## src/rtl/param_shift_reg_if.sv

```systemverilog
// Command/data bundle for param_shift_reg: the master drives commands and
// load data, the slave returns the register contents and status.
interface param_shift_reg_if #(
  parameter int WIDTH = 8,
  parameter int AMT_W = 4
);
  logic             cl;
  logic             ld;
  logic             inc;
  logic             dec;
  logic [WIDTH-1:0] in;
  logic             sr;
  logic             ir;
  logic             sl;
  logic             il;
  logic             ms_start;
  logic             ms_dir;
  logic [1:0]       ms_mode;
  logic [AMT_W-1:0] ms_amt;
  logic [WIDTH-1:0] out;
  logic             carry;
  logic             zero;
  logic             busy;
  logic             done;

  modport master (
    output cl, ld, inc, dec, in, sr, ir, sl, il,
    output ms_start, ms_dir, ms_mode, ms_amt,
    input  out, carry, zero, busy, done
  );

  modport slave (
    input  cl, ld, inc, dec, in, sr, ir, sl, il,
    input  ms_start, ms_dir, ms_mode, ms_amt,
    output out, carry, zero, busy, done
  );
endinterface

```

## src/rtl/param_shift_reg.sv

```systemverilog
// Parameterised register with clear/load/inc/dec, single-bit shifts and a
// multi-cycle shifter (logical / arithmetic / rotate) sequenced by a small FSM.
module param_shift_reg #(
  parameter int WIDTH = 8,
  parameter int AMT_W = 4,
  parameter bit SAT   = 1'b0
) (
  input logic               clk,
  input logic               rst,
  param_shift_reg_if.slave  bus
);

  typedef enum logic [1:0] {
    IDLE  = 2'd0,
    SHIFT = 2'd1,
    DONE  = 2'd2
  } state_t;

  localparam logic [1:0] MODE_ARITH = 2'b01;
  localparam logic [1:0] MODE_ROT   = 2'b10;

  state_t           state;
  logic [WIDTH-1:0] data;
  logic             carry_q;
  logic [AMT_W-1:0] cnt;
  logic             dir_l;
  logic [1:0]       mode_l;

  // Returns {shifted-out bit, new value}; mode 11 falls into the logical case.
  function automatic logic [WIDTH:0] shift_one(input logic [WIDTH-1:0] v,
                                               input logic             dir,
                                               input logic [1:0]       mode);
    logic fill;
    if (dir) begin
      fill = (mode == MODE_ROT) ? v[WIDTH-1] : 1'b0;
      return {v[WIDTH-1], v[WIDTH-2:0], fill};
    end else begin
      case (mode)
        MODE_ARITH: fill = v[WIDTH-1];
        MODE_ROT:   fill = v[0];
        default:    fill = 1'b0;
      endcase
      return {v[0], fill, v[WIDTH-1:1]};
    end
  endfunction

  function automatic logic [WIDTH:0] inc_step(input logic [WIDTH-1:0] v);
    if (&v)
      return SAT ? {1'b1, v} : {1'b1, {WIDTH{1'b0}}};
    return {1'b0, v + WIDTH'(1)};
  endfunction

  function automatic logic [WIDTH:0] dec_step(input logic [WIDTH-1:0] v);
    if (~|v)
      return SAT ? {1'b1, v} : {1'b1, {WIDTH{1'b1}}};
    return {1'b0, v - WIDTH'(1)};
  endfunction

  always_ff @(posedge clk) begin
    if (rst) begin
      state   <= IDLE;
      data    <= '0;
      carry_q <= 1'b0;
      cnt     <= '0;
      dir_l   <= 1'b0;
      mode_l  <= 2'b00;
    end else begin
      case (state)
        SHIFT: begin
          if (bus.cl) begin
            data    <= '0;
            carry_q <= 1'b0;
            cnt     <= '0;
            state   <= IDLE;
          end else begin
            {carry_q, data} <= shift_one(data, dir_l, mode_l);
            cnt             <= cnt - AMT_W'(1);
            if (cnt == AMT_W'(1))
              state <= DONE;
          end
        end
        default: begin
          // IDLE and DONE accept commands alike; DONE only lingers on a
          // zero-length multi-shift.
          state <= IDLE;
          if (bus.cl) begin
            data    <= '0;
            carry_q <= 1'b0;
          end else if (bus.ld) begin
            data    <= bus.in;
            carry_q <= 1'b0;
          end else if (bus.inc) begin
            {carry_q, data} <= inc_step(data);
          end else if (bus.dec) begin
            {carry_q, data} <= dec_step(data);
          end else if (bus.sr) begin
            data    <= {bus.ir, data[WIDTH-1:1]};
            carry_q <= data[0];
          end else if (bus.sl) begin
            data    <= {data[WIDTH-2:0], bus.il};
            carry_q <= data[WIDTH-1];
          end else if (bus.ms_start) begin
            if (bus.ms_amt != '0) begin
              dir_l  <= bus.ms_dir;
              mode_l <= bus.ms_mode;
              cnt    <= bus.ms_amt;
              state  <= SHIFT;
            end else begin
              state <= DONE;
            end
          end
        end
      endcase
    end
  end

  assign bus.out   = data;
  assign bus.carry = carry_q;
  assign bus.zero  = (data == '0);
  assign bus.busy  = (state == SHIFT);
  assign bus.done  = (state == DONE);

endmodule
```

## src/flat_wrapper.sv

```systemverilog
// flat-port wrapper written by rule: the top's interface ports become plain ports
module param_shift_reg_flat 
#(
  parameter int WIDTH = 8,
  parameter int AMT_W = 4,
  parameter bit SAT   = 1'b0
)
  (clk, rst, bus_cl, bus_ld, bus_inc, bus_dec, bus_in, bus_sr, bus_ir, bus_sl, bus_il, bus_ms_start, bus_ms_dir, bus_ms_mode, bus_ms_amt, bus_out, bus_carry, bus_zero, bus_busy, bus_done);
  param_shift_reg_if #(.WIDTH(WIDTH), .AMT_W(AMT_W)) bus_i ();
  input logic clk;
  input logic rst;
  input wire logic [$bits(bus_i.cl)-1:0] bus_cl;
  input wire logic [$bits(bus_i.ld)-1:0] bus_ld;
  input wire logic [$bits(bus_i.inc)-1:0] bus_inc;
  input wire logic [$bits(bus_i.dec)-1:0] bus_dec;
  input wire logic [$bits(bus_i.in)-1:0] bus_in;
  input wire logic [$bits(bus_i.sr)-1:0] bus_sr;
  input wire logic [$bits(bus_i.ir)-1:0] bus_ir;
  input wire logic [$bits(bus_i.sl)-1:0] bus_sl;
  input wire logic [$bits(bus_i.il)-1:0] bus_il;
  input wire logic [$bits(bus_i.ms_start)-1:0] bus_ms_start;
  input wire logic [$bits(bus_i.ms_dir)-1:0] bus_ms_dir;
  input wire logic [$bits(bus_i.ms_mode)-1:0] bus_ms_mode;
  input wire logic [$bits(bus_i.ms_amt)-1:0] bus_ms_amt;
  output wire logic [$bits(bus_i.out)-1:0] bus_out;
  output wire logic [$bits(bus_i.carry)-1:0] bus_carry;
  output wire logic [$bits(bus_i.zero)-1:0] bus_zero;
  output wire logic [$bits(bus_i.busy)-1:0] bus_busy;
  output wire logic [$bits(bus_i.done)-1:0] bus_done;
  assign bus_i.cl = bus_cl;
  assign bus_i.ld = bus_ld;
  assign bus_i.inc = bus_inc;
  assign bus_i.dec = bus_dec;
  assign bus_i.in = bus_in;
  assign bus_i.sr = bus_sr;
  assign bus_i.ir = bus_ir;
  assign bus_i.sl = bus_sl;
  assign bus_i.il = bus_il;
  assign bus_i.ms_start = bus_ms_start;
  assign bus_i.ms_dir = bus_ms_dir;
  assign bus_i.ms_mode = bus_ms_mode;
  assign bus_i.ms_amt = bus_ms_amt;
  assign bus_out = bus_i.out;
  assign bus_carry = bus_i.carry;
  assign bus_zero = bus_i.zero;
  assign bus_busy = bus_i.busy;
  assign bus_done = bus_i.done;
  param_shift_reg #(.WIDTH(WIDTH), .AMT_W(AMT_W), .SAT(SAT)) u_core (.clk(clk), .rst(rst), .bus(bus_i));
endmodule
```

## config.mk

```make
export PLATFORM = sky130hd
export DESIGN_NAME = param_shift_reg_flat
export DESIGN_NICKNAME = d
export VERILOG_FILES = /design/src/rtl/param_shift_reg_if.sv /design/src/rtl/param_shift_reg.sv /design/src/flat_wrapper.sv
export SDC_FILE = /design/constraint.sdc
export NUM_CORES = 1
export LEC_CHECK = 0
export CAP_MARGIN = 5
export CORE_ASPECT_RATIO = 0.8
export CORE_MARGIN = 4
export CORE_UTILIZATION = 51
export DETAILED_ROUTE_END_ITERATION = 12
export PLACE_DENSITY = 0.84
export SYNTH_ARGS = -nofsm -noshare
export SYNTH_HDL_FRONTEND = slang
export SYNTH_SLANG_ARGS = --single-unit
```

## constraint.sdc

```tcl
create_clock -name clk -period 3 [get_ports clk]
set_clock_uncertainty 0.15 [all_clocks]
set_input_delay 0.45 -clock clk [delete_from_list [all_inputs] [get_ports clk]]
set_output_delay 0.45 -clock clk [all_outputs]
set_load 0.01 [all_outputs]
```

==> reports/summary.txt, run 1 <==
Reg2Reg Capture Point - u_core.bus.out[5]
reg2reg path depth - 6
Synth Register Bits - 18
clk sinks - 18
H-Tree Depth - 1
share of layout cells above drive strength 1 - 0.0916
FF/Latch Area - 360 um^2
Hold Violations, Final - 0
max-cap viol count - 0
I/O Pins - 38
Die H - 59.6 um
Rows - 18
most frequent cells in the layout - clkdlybuf4s50_1, nor2_1, dfxtp_1
commonest non-fill, non-tap cell in the layout - clkdlybuf4s50_1
deepest clock path buffer count - 2
Final HPWL DP - 3.66 mm
Cell Pwr Density - 308 nW/um^2
Antenna Nets Post-Route - 0
Initial Util - 0.543
buffer count from post-CTS setup fixing - 0
GR Util All Layers - 0.244
Max Slew Vio Count - 0
area of placed instances - 2090 um^2
final worst setup slack - 0.232 ns
CP Class - reg -> out
P_leak - 0.000763 uW
drt first-iter violations - 253
Setup crit end kind - output port
Pre-Repair DR Iteration Count - 4
GPL Wtd Cong - 0.952
port bufs - 37
Synth Instances - 231
Vias per Instance - 6.33
Routed WL - 5.11 mm
syn_nets - 262
cts repair resizes - 0
Worst Setup EP - bus_zero
initial antenna violation count - 0
Slew HR - 0.500
status - complete, no violations
Req. time, crit path - 2.40 ns
die area - 4320 um^2
Yosys cell types - 54
setup TNS - 0 ns
RR Startpoint - u_core.bus.out[0]
startpoint types - register
crit-path max FO - 10
Final Setup Violations - 0
vias in the first global route - 1711
Syn Area/Cell - 7.36 um^2
Max IR drop VDD - 0.358 mV
Synth warnings - 0
worst skew pair latency - 0.25 ns
grt total ovfl - 0
CTS tree - built
crit path DAT - 2.17 ns
Total Power - 661 uW
hold_buf cts - 0
Nets - 294
Final min period - 2.77 ns
area of the multi-input gates - 1210 um^2
Area Growth Syn to Fin - 26.1%
Tcrit/Tclk final - 0.923
worst min path class - reg -> reg
Fin Hold WS - 0.368 ns
cell area after synthesis - 1700 um^2
TritonCTS Buffers - 3
largest net degree at the start of global routing - 19
Fill cells - 270
WL/cell - 16.9 um
Ant. Diodes - 0
r2r setup slk - 0.60 ns
global-route wire length before repair - 8.27 mm
register area share after synthesis - 0.212
Residual DRC - 0
final non-filler cell area - 2140 um^2
Slew @ Worst Pin - 0.747 ns
clk slew on worst S/H paths - 0.07 ns
critical path startpoint - u_core.bus.out[1]
highest clock rate - 361 MHz
root buf cell - clkbuf_8
Core Area - 3130 um^2
DR vias - 1912
Die Wd - 72.5 um
RSZ-0062 raised after global routing - false
pre-CTS WS - 0.364 ns
-- cells in the mapped netlist (all sizes together) --
library cell,instances,share of area
or4b,1,0.0059
xnor2,4,0.021
a21boi,2,0.0088
mux2i,10,0.059
nand3,12,0.035
o211ai,2,0.0088
a22oi,1,0.0044
a221o,1,0.0059
clkbuf,9,0.021
o31ai,2,0.0088
and3,1,0.0037
a211oi,7,0.031
mux2,4,0.027
o21ai,14,0.041
a2bb2oi,1,0.0052
nor2,29,0.066
and4,1,0.0052
nand4,2,0.0074
nand2,12,0.027
ha,5,0.037
or4,2,0.0088
a311oi,3,0.015
nand2b,11,0.041
nand3b,1,0.0044
o221ai,1,0.0052
a21o,1,0.0044
inv,9,0.020
nor3b,2,0.0088
a2111oi,4,0.024
a21oi,13,0.038
and4b,1,0.0059
nor3,6,0.021
a221oi,1,0.0052
and2,1,0.0037
a32o,1,0.0059
dfxtp,18,0.21
nor2b,6,0.022
xor2,3,0.015
or2b,1,0.0044
nor4b,1,0.0088
or3,3,0.014
a31oi,5,0.018
nor4,8,0.033
buf,9,0.033
-- worst max-delay path, cell delays in order (launching register included) --
cell and delay (ns):
dfxtp_1 0.42, inv_1 0.15, ha_1 0.17, nor4b_2 0.41, nand2_1 0.16, inv_1 0.08
clkdlybuf4s50_1 0.52
-- per-stage QoR --
step	util	cells
after floorplan	-	231
after global placement	0.667	298
after detailed placement	0.667	298
after CTS	0.685	302
after global routing	0.685	302
final	0.685	302
-- flip-flops by register name, indices dropped and copies added, names as in the netlist --
signal and cells:
u_core.dir_l 1, u_core.mode_l 2, u_core.cnt 4, u_core.bus.carry 1, u_core.bus.out 8, u_core.state 2
-- cell type report --
type,count,area share
multi-input combinational,186,0.566
timing repair buffer,45,0.201
inverter,9,0.0158
tap,40,0.0234
sequential,18,0.168
clock buffer,4,0.0257
-- metal layers --
layer / share of wire / vias up / global-route usage
met5: 0 / - / 0
met1: 0.43 / 871 / 0.357
met2: 0.43 / 122 / 0.375
li1: - / 909 / -
met3: 0.13 / 10 / 0.0475
met4: 0.010 / 0 / 0.0421
-- cell families (layout without fill, tap and decap cells) --
kind of cell | Yosys count | count (layout) | share of synthesized area
AOI/OAI and AO/OA | 59 | 59 | 0.231
xor gates and xnor gates | 7 | 7 | 0.0361
adders and majority gates | 5 | 5 | 0.0368
buffers and inverters | 27 | 58 | 0.0736
DFF | 18 | 18 | 0.212
muxes | 14 | 14 | 0.0854
and+or+nand+nor | 101 | 101 | 0.325
-- how the worst min path moves through the flow --
stage,startpoint,end,slack (ns),depth (start not counted)
finish,u_core.bus.carry,u_core.bus.carry,0.37,2
floorplan,u_core.cnt[2],u_core.cnt[2],0.32,2
detailed placement,u_core.mode_l[1],u_core.mode_l[1],0.37,2
global route,u_core.bus.carry,u_core.bus.carry,0.40,2
global placement,u_core.mode_l[1],u_core.mode_l[1],0.34,2
CTS,u_core.bus.carry,u_core.bus.carry,0.38,2
-- power breakdown --
group / total [uW] / switching [uW] / leakage, uW / internal [uW]
Sequential: 269 / 23.0 / 0.000146 / 246
Combinational: 189 / 87.0 / 0.000588 / 102
Clock: 203 / 86.4 / 0.0000288 / 117
Total: 661 / 196 / 0.000763 / 464
Power figures use the tool's default switching activity.
==> inputs of run 2 (changes only) <==
--- a/config.mk
+++ b/config.mk
@@ -6,11 +6,12 @@
 export NUM_CORES = 1
 export LEC_CHECK = 0
 export CAP_MARGIN = 5
-export CORE_ASPECT_RATIO = 0.8
+export CORE_ASPECT_RATIO = 1.4
 export CORE_MARGIN = 4
 export CORE_UTILIZATION = 51
+export CTS_CLUSTER_DIAMETER = 100
 export DETAILED_ROUTE_END_ITERATION = 12
-export PLACE_DENSITY = 0.84
+export PLACE_DENSITY = 0.92
 export SYNTH_ARGS = -nofsm -noshare
 export SYNTH_HDL_FRONTEND = slang
 export SYNTH_SLANG_ARGS = --single-unit
==> reports/summary.txt, run 2 (synthesis results as in run 1) <==
sw frac - 0.305 (+0.00757)
P_leak - 0.000764 uW (about the same)
final non-filler cell area - 2140 um^2 (about the same)
Req. time, crit path - 2.40 ns (about the same)
die area - 4330 um^2 (+0.16%)
Int Power - 464 uW (-0.10%)
CP Class - reg -> out
Tcrit/Tclk final - 0.912 (-0.0105)
Final HPWL DP - 3.80 mm (+3.8%)
Core Area - 3150 um^2 (+0.72%)
Die H - 76.3 um (+28%)
Clock power frac - 0.315 (+0.008)
Seq pwr share - 0.399 (-0.008)
Vias per Instance - 6.48 (+2.3%)
Antenna Nets Post-Route - 0 (unchanged)
I/O Pins - 38 (unchanged)
startpoint types - register
Final Setup Violations - 0 (unchanged)
Hold Violations, Final - 0 (unchanged)
Slew HR - 0.501 (about the same)
worst skew pair latency - 0.27 ns (+0.02 ns)
Setup crit end kind - output port
crit-path max cell delay - 0.52 ns (about the same)
crit-path max FO - 10 (unchanged)
worst min path class - reg -> reg
Cell Pwr Density - 312 nW/um^2 (+1.0%)
max-cap viol count - 0 (unchanged)
Max IR drop VDD - 0.225 mV (-37%)
Slew @ Worst Pin - 0.742 ns (-0.00489 ns)
Largest register FFs - 8 (unchanged)
CTS tree - built
DR vias - 1949 (+1.9%)
root buf cell - clkbuf_8
crit-path most repeated cell - inv_1
Residual DRC - 0 (unchanged)
Nets - 294 (unchanged)
Die Wd - 56.8 um (-22%)
WL/cell - 17.2 um (+1.9%)
global-route wire length before repair - 8.56 mm (+3.4%)
Area Growth Syn to Fin - 26.1% (about the same)
RSZ-0062 raised after global routing - false
most frequent cells in the layout - clkdlybuf4s50_1, nor2_1, dfxtp_1
Pre-Repair DR Iteration Count - 4 (unchanged)
port bufs - 37 (unchanged)
setup TNS - 0 ns (unchanged)
switching pwr - 203 uW (+3.6%)
vias in the first global route - 1829 (+6.9%)
crit path DAT - 2.14 ns (-0.03 ns)
share of layout cells above drive strength 1 - 0.0916 (unchanged)
Max Slew Vio Count - 0 (unchanged)
H-Tree Depth - 1 (unchanged)
status - complete, no violations
deepest clock path buffer count - 2 (unchanged)
Ant. Diodes - 0 (unchanged)
buffer count from post-CTS setup fixing - 0 (unchanged)
Initial Util - 0.539 (-0.00388)
largest net degree at the start of global routing - 19 (unchanged)
TritonCTS Buffers - 3 (unchanged)
GR Util All Layers - 0.242 (-0.00231)
drt first-iter violations - 129 (-49%)
initial antenna violation count - 0 (unchanged)
slowest cell on the critical path - clkdlybuf4s50_1
commonest non-fill, non-tap cell in the layout - clkdlybuf4s50_1
area of placed instances - 2090 um^2 (about the same)
cts repair resizes - 0 (unchanged)
Rows - 24 (+6)
clk sinks - 18 (unchanged)
grt total ovfl - 0 (unchanged)
hold_buf cts - 0 (unchanged)
Routed WL - 5.19 mm (+1.6%)
Final min period - 2.74 ns (-0.0316 ns)
Cell Chain, Critical Path - inv_1, ha_1, nor4b_2, nand2_1, inv_1, clkdlybuf4s50_1
GPL Wtd Cong - 0.971 (+2.0%)
highest clock rate - 365 MHz (+1.2%)
clk slew on worst S/H paths - 0.08 ns (about the same)
Comb power frac - 0.285 (about the same)
==> run 2: cell counts in the layout (fill, tap and decap cells not counted) <==
Identical to the previous run, type by type.
==> run 2: final cells by class <==
| cell class | instances | area (um^2) |
|---|---|---|
| repair buffers | 45 | 430 |
| flip-flops and latches | 18 | 360 |
| clock buffers | 4 | 55.1 |
| well taps | 39 | 48.8 |
| multi-input cells | 186 | 1210 |
| fillers | 276 | 1010 |
| inverters | 9 | 33.8 |
==> run 2: layer usage <==
metal | wire (um) | track usage | up-vias
met4 | 263 | 0.139 | 0
met2 | 2540 | 0.403 | 116
met5 | 0 | 0 | -
met1 | 1940 | 0.285 | 895
met3 | 449 | 0.0424 | 32
li1 | - | - | 906
==> run 2: power groups by stage <==
stage	Clock [uW]	Sequential [uW]	Combinational, uW
finish	210	267	190
global placement	0	272	185
floorplan	0	262	116
detailed placement	0	272	187
global route	223	269	207
CTS	210	266	188
==> run 2: stage by stage <==
| step | total power (uW) | util | setup slack, ns | hold WS, ns | std cells |
|---|---|---|---|---|---|
| global route | 698 | 0.679 | 0.182 | 0.394 | 301 |
| detailed placement | 458 | 0.662 | 0.388 | 0.337 | 297 |
| CTS | 664 | 0.679 | 0.291 | 0.347 | 301 |
| finish | 667 | 0.679 | 0.263 | 0.350 | 301 |
| global placement | 457 | 0.662 | 0.365 | 0.340 | 297 |
| floorplan | 378 | - | 0.889 | 0.317 | 231 |
==> run 2: final timing paths <==
kind / startpoint / to / slack [ns] / cells past startpoint
hold reg to reg: u_core.cnt[2] / u_core.cnt[2] / 0.35 / 2
setup reg to reg: u_core.bus.out[1] / u_core.bus.out[4] / 0.31 / 7
hold / removal: u_core.cnt[2] / u_core.cnt[2] / 0.35 / 2
setup / recovery: u_core.bus.out[1] / bus_zero / 0.26 / 6
==> run 2: worst max-delay path: cells and delay by family, from the launching register on <==
| family | cells | cell delay, ns |
|---|---|---|
| fa+ha+maj | 1 | 0.19 |
| buf+inv | 3 | 0.77 |
| flops | 1 | 0.43 |
| simple gates | 2 | 0.49 |
==> inputs of run 3 (changes only) <==
==> constraint.sdc (replaced) <==
create_clock -name clk -period 3 [get_ports clk]
set_clock_uncertainty 0.15 [all_clocks]
set_input_delay 0.6 -clock clk [delete_from_list [all_inputs] [get_ports clk]]
set_output_delay 0.6 -clock clk [all_outputs]
set_load 0.01 [all_outputs]
==> reports/summary.txt, run 3 (synthesis results as in run 1) <==
Tcrit/Tclk final - 0.946 (+0.0342)
number of cells on the critical path - 6 (unchanged)
Antenna Nets Post-Route - 0 (unchanged)
Final min period - 2.84 ns (+0.102 ns)
status - complete, no violations
largest delay contributor family on the critical path - buffers and inverters
crit-path most repeated cell - inv_1
startpoint types - register
critical path startpoint - u_core.bus.out[0]
cts repair resizes - 0 (unchanged)
crit-path max FO - 12 (+2)
Initial Util - 0.539 (unchanged)
Final Setup Violations - 0 (unchanged)
clk slew on worst S/H paths - 0.07 ns (about the same)
worst skew pair latency - 0.26 ns (about the same)
CTS tree - built
initial antenna violation count - 0 (unchanged)
grt total ovfl - 0 (unchanged)
Req. time, crit path - 2.25 ns (-0.15 ns)
clk sinks - 18 (unchanged)
Rows - 24 (unchanged)
highest clock rate - 352 MHz (-3.6%)
share of layout cells above drive strength 1 - 0.119 (+0.0269)
port bufs - 37 (unchanged)
Largest register FFs - 8 (unchanged)
Slew HR - 0.508 (+0.00701)
Hold Crit Depth - 2 (unchanged)
DR vias - 1957 (+0.41%)
crit path DAT - 2.09 ns (-0.05 ns)
global-route wire length before repair - 8.68 mm (+1.4%)
Hold Violations, Final - 0 (unchanged)
drt first-iter violations - 104 (-19%)
Die H - 76.3 um (unchanged)
Final HPWL DP - 3.91 mm (+2.9%)
GPL Wtd Cong - 0.969 (-0.12%)
root buf cell - clkbuf_8
hold_buf cts - 0 (unchanged)
worst path bufs/invs - 3 (unchanged)
crit-path max cell delay - 0.52 ns (about the same)
slowest cell on the critical path - clkdlybuf4s50_1
Vias per Instance - 6.33 (-2.2%)
Total Power - 673 uW (+0.91%)
vias in the first global route - 1927 (+5.4%)
Residual DRC - 0 (unchanged)
Core Area - 3150 um^2 (unchanged)
reg2reg path depth - 5 (-2)
buffer count from post-CTS setup fixing - 0 (unchanged)
H-Tree Depth - 1 (unchanged)
Hold Startpoint - u_core.cnt[2]
Routed WL - 5.35 mm (+3.0%)
P_leak - 0.000803 uW (+5.1%)
Area Growth Syn to Fin - 29.6%
max-cap viol count - 0 (unchanged)
I/O Pins - 38 (unchanged)
Die Wd - 56.8 um (unchanged)
commonest non-fill, non-tap cell in the layout - clkdlybuf4s50_1
setup TNS - 0 ns (unchanged)
most frequent cells in the layout - clkdlybuf4s50_1, nor2_1, dfxtp_1
Cell Chain, Critical Path - inv_1, ha_1, nor4b_2, nand2_1, inv_1, clkdlybuf4s50_1
Fill cells - 270 (-2.2%)
Nets - 302 (+2.7%)
WL/cell - 17.3 um (+0.34%)
Max IR drop VDD - 0.302 mV (+35%)
Setup crit end kind - output port
worst min path class - reg -> reg
RSZ-0062 raised after global routing - false
GR Util All Layers - 0.246 (+0.00392)
Max Slew Vio Count - 0 (unchanged)
deepest clock path buffer count - 2 (unchanged)
Cell Pwr Density - 306 nW/um^2 (-1.8%)
Pre-Repair DR Iteration Count - 5 (+1)
largest net degree at the start of global routing - 19 (unchanged)
TritonCTS Buffers - 3 (unchanged)
die area - 4330 um^2 (unchanged)
RR Startpoint - u_core.bus.out[0]
Slew @ Worst Pin - 0.736 ns (-0.00617 ns)
Fin Hold WS - 0.355 ns (+0.00438 ns)
CP Class - reg -> out
Ant. Diodes - 0 (unchanged)
==> run 3: changes by cell type in the layout (fill, tap and decap cells not counted), sizes merged <==
| cell | before | now |
|---|---|---|
| buf | 8 | 16 |
==> run 3: final timing paths <==
| path | end | slack, ns |
|---|---|---|
| setup / recovery | bus_zero | 0.16 |
| hold reg to reg | u_core.cnt[2] | 0.35 |
| hold / removal | u_core.cnt[2] | 0.35 |
| setup reg to reg | u_core.bus.carry | 0.58 |
==> run 3: layout make-up <==
cell class,count,area (um^2),share of cell area
clock buffers,4,55.1,0.0250
inverters,9,33.8,0.0153
multi-input cells,186,1210,0.551
flip-flops and latches,18,360,0.164
well taps,39,48.8,0.0222
repair buffers,53,490,0.223
==> run 3: report_power, final <==
group / switching [uW] / internal (uW)
registers: 16.3 / 246
logic: 95.2 / 108
clock network: 91.3 / 117
total: 203 / 471
==> run 3: worst min-delay path: cells and delay by family (launching register included) <==
family / cells / cell delay, ns
AOI/OAI and AO/OA: 2 / 0.13
DFF: 1 / 0.33
==> run 3: metrics by stage <==
stage,cell area (um^2),std cells,utilization,worst slack (ns)
floorplan,1700,231,-,0.889
global placement,2150,305,0.681,0.370
detailed placement,2150,305,0.681,0.337
CTS,2200,309,0.698,0.195
global route,2200,309,0.698,0.00581
finish,2200,309,0.698,0.161
==> run 3: routing by layer <==
metal  GRT usage  vias up  wire [um]
li1            -      930          -
met2       0.438      116       2700
met3      0.0339       19        393
met4       0.148        0        219
met5           0        -          0
met1       0.267      892       2030
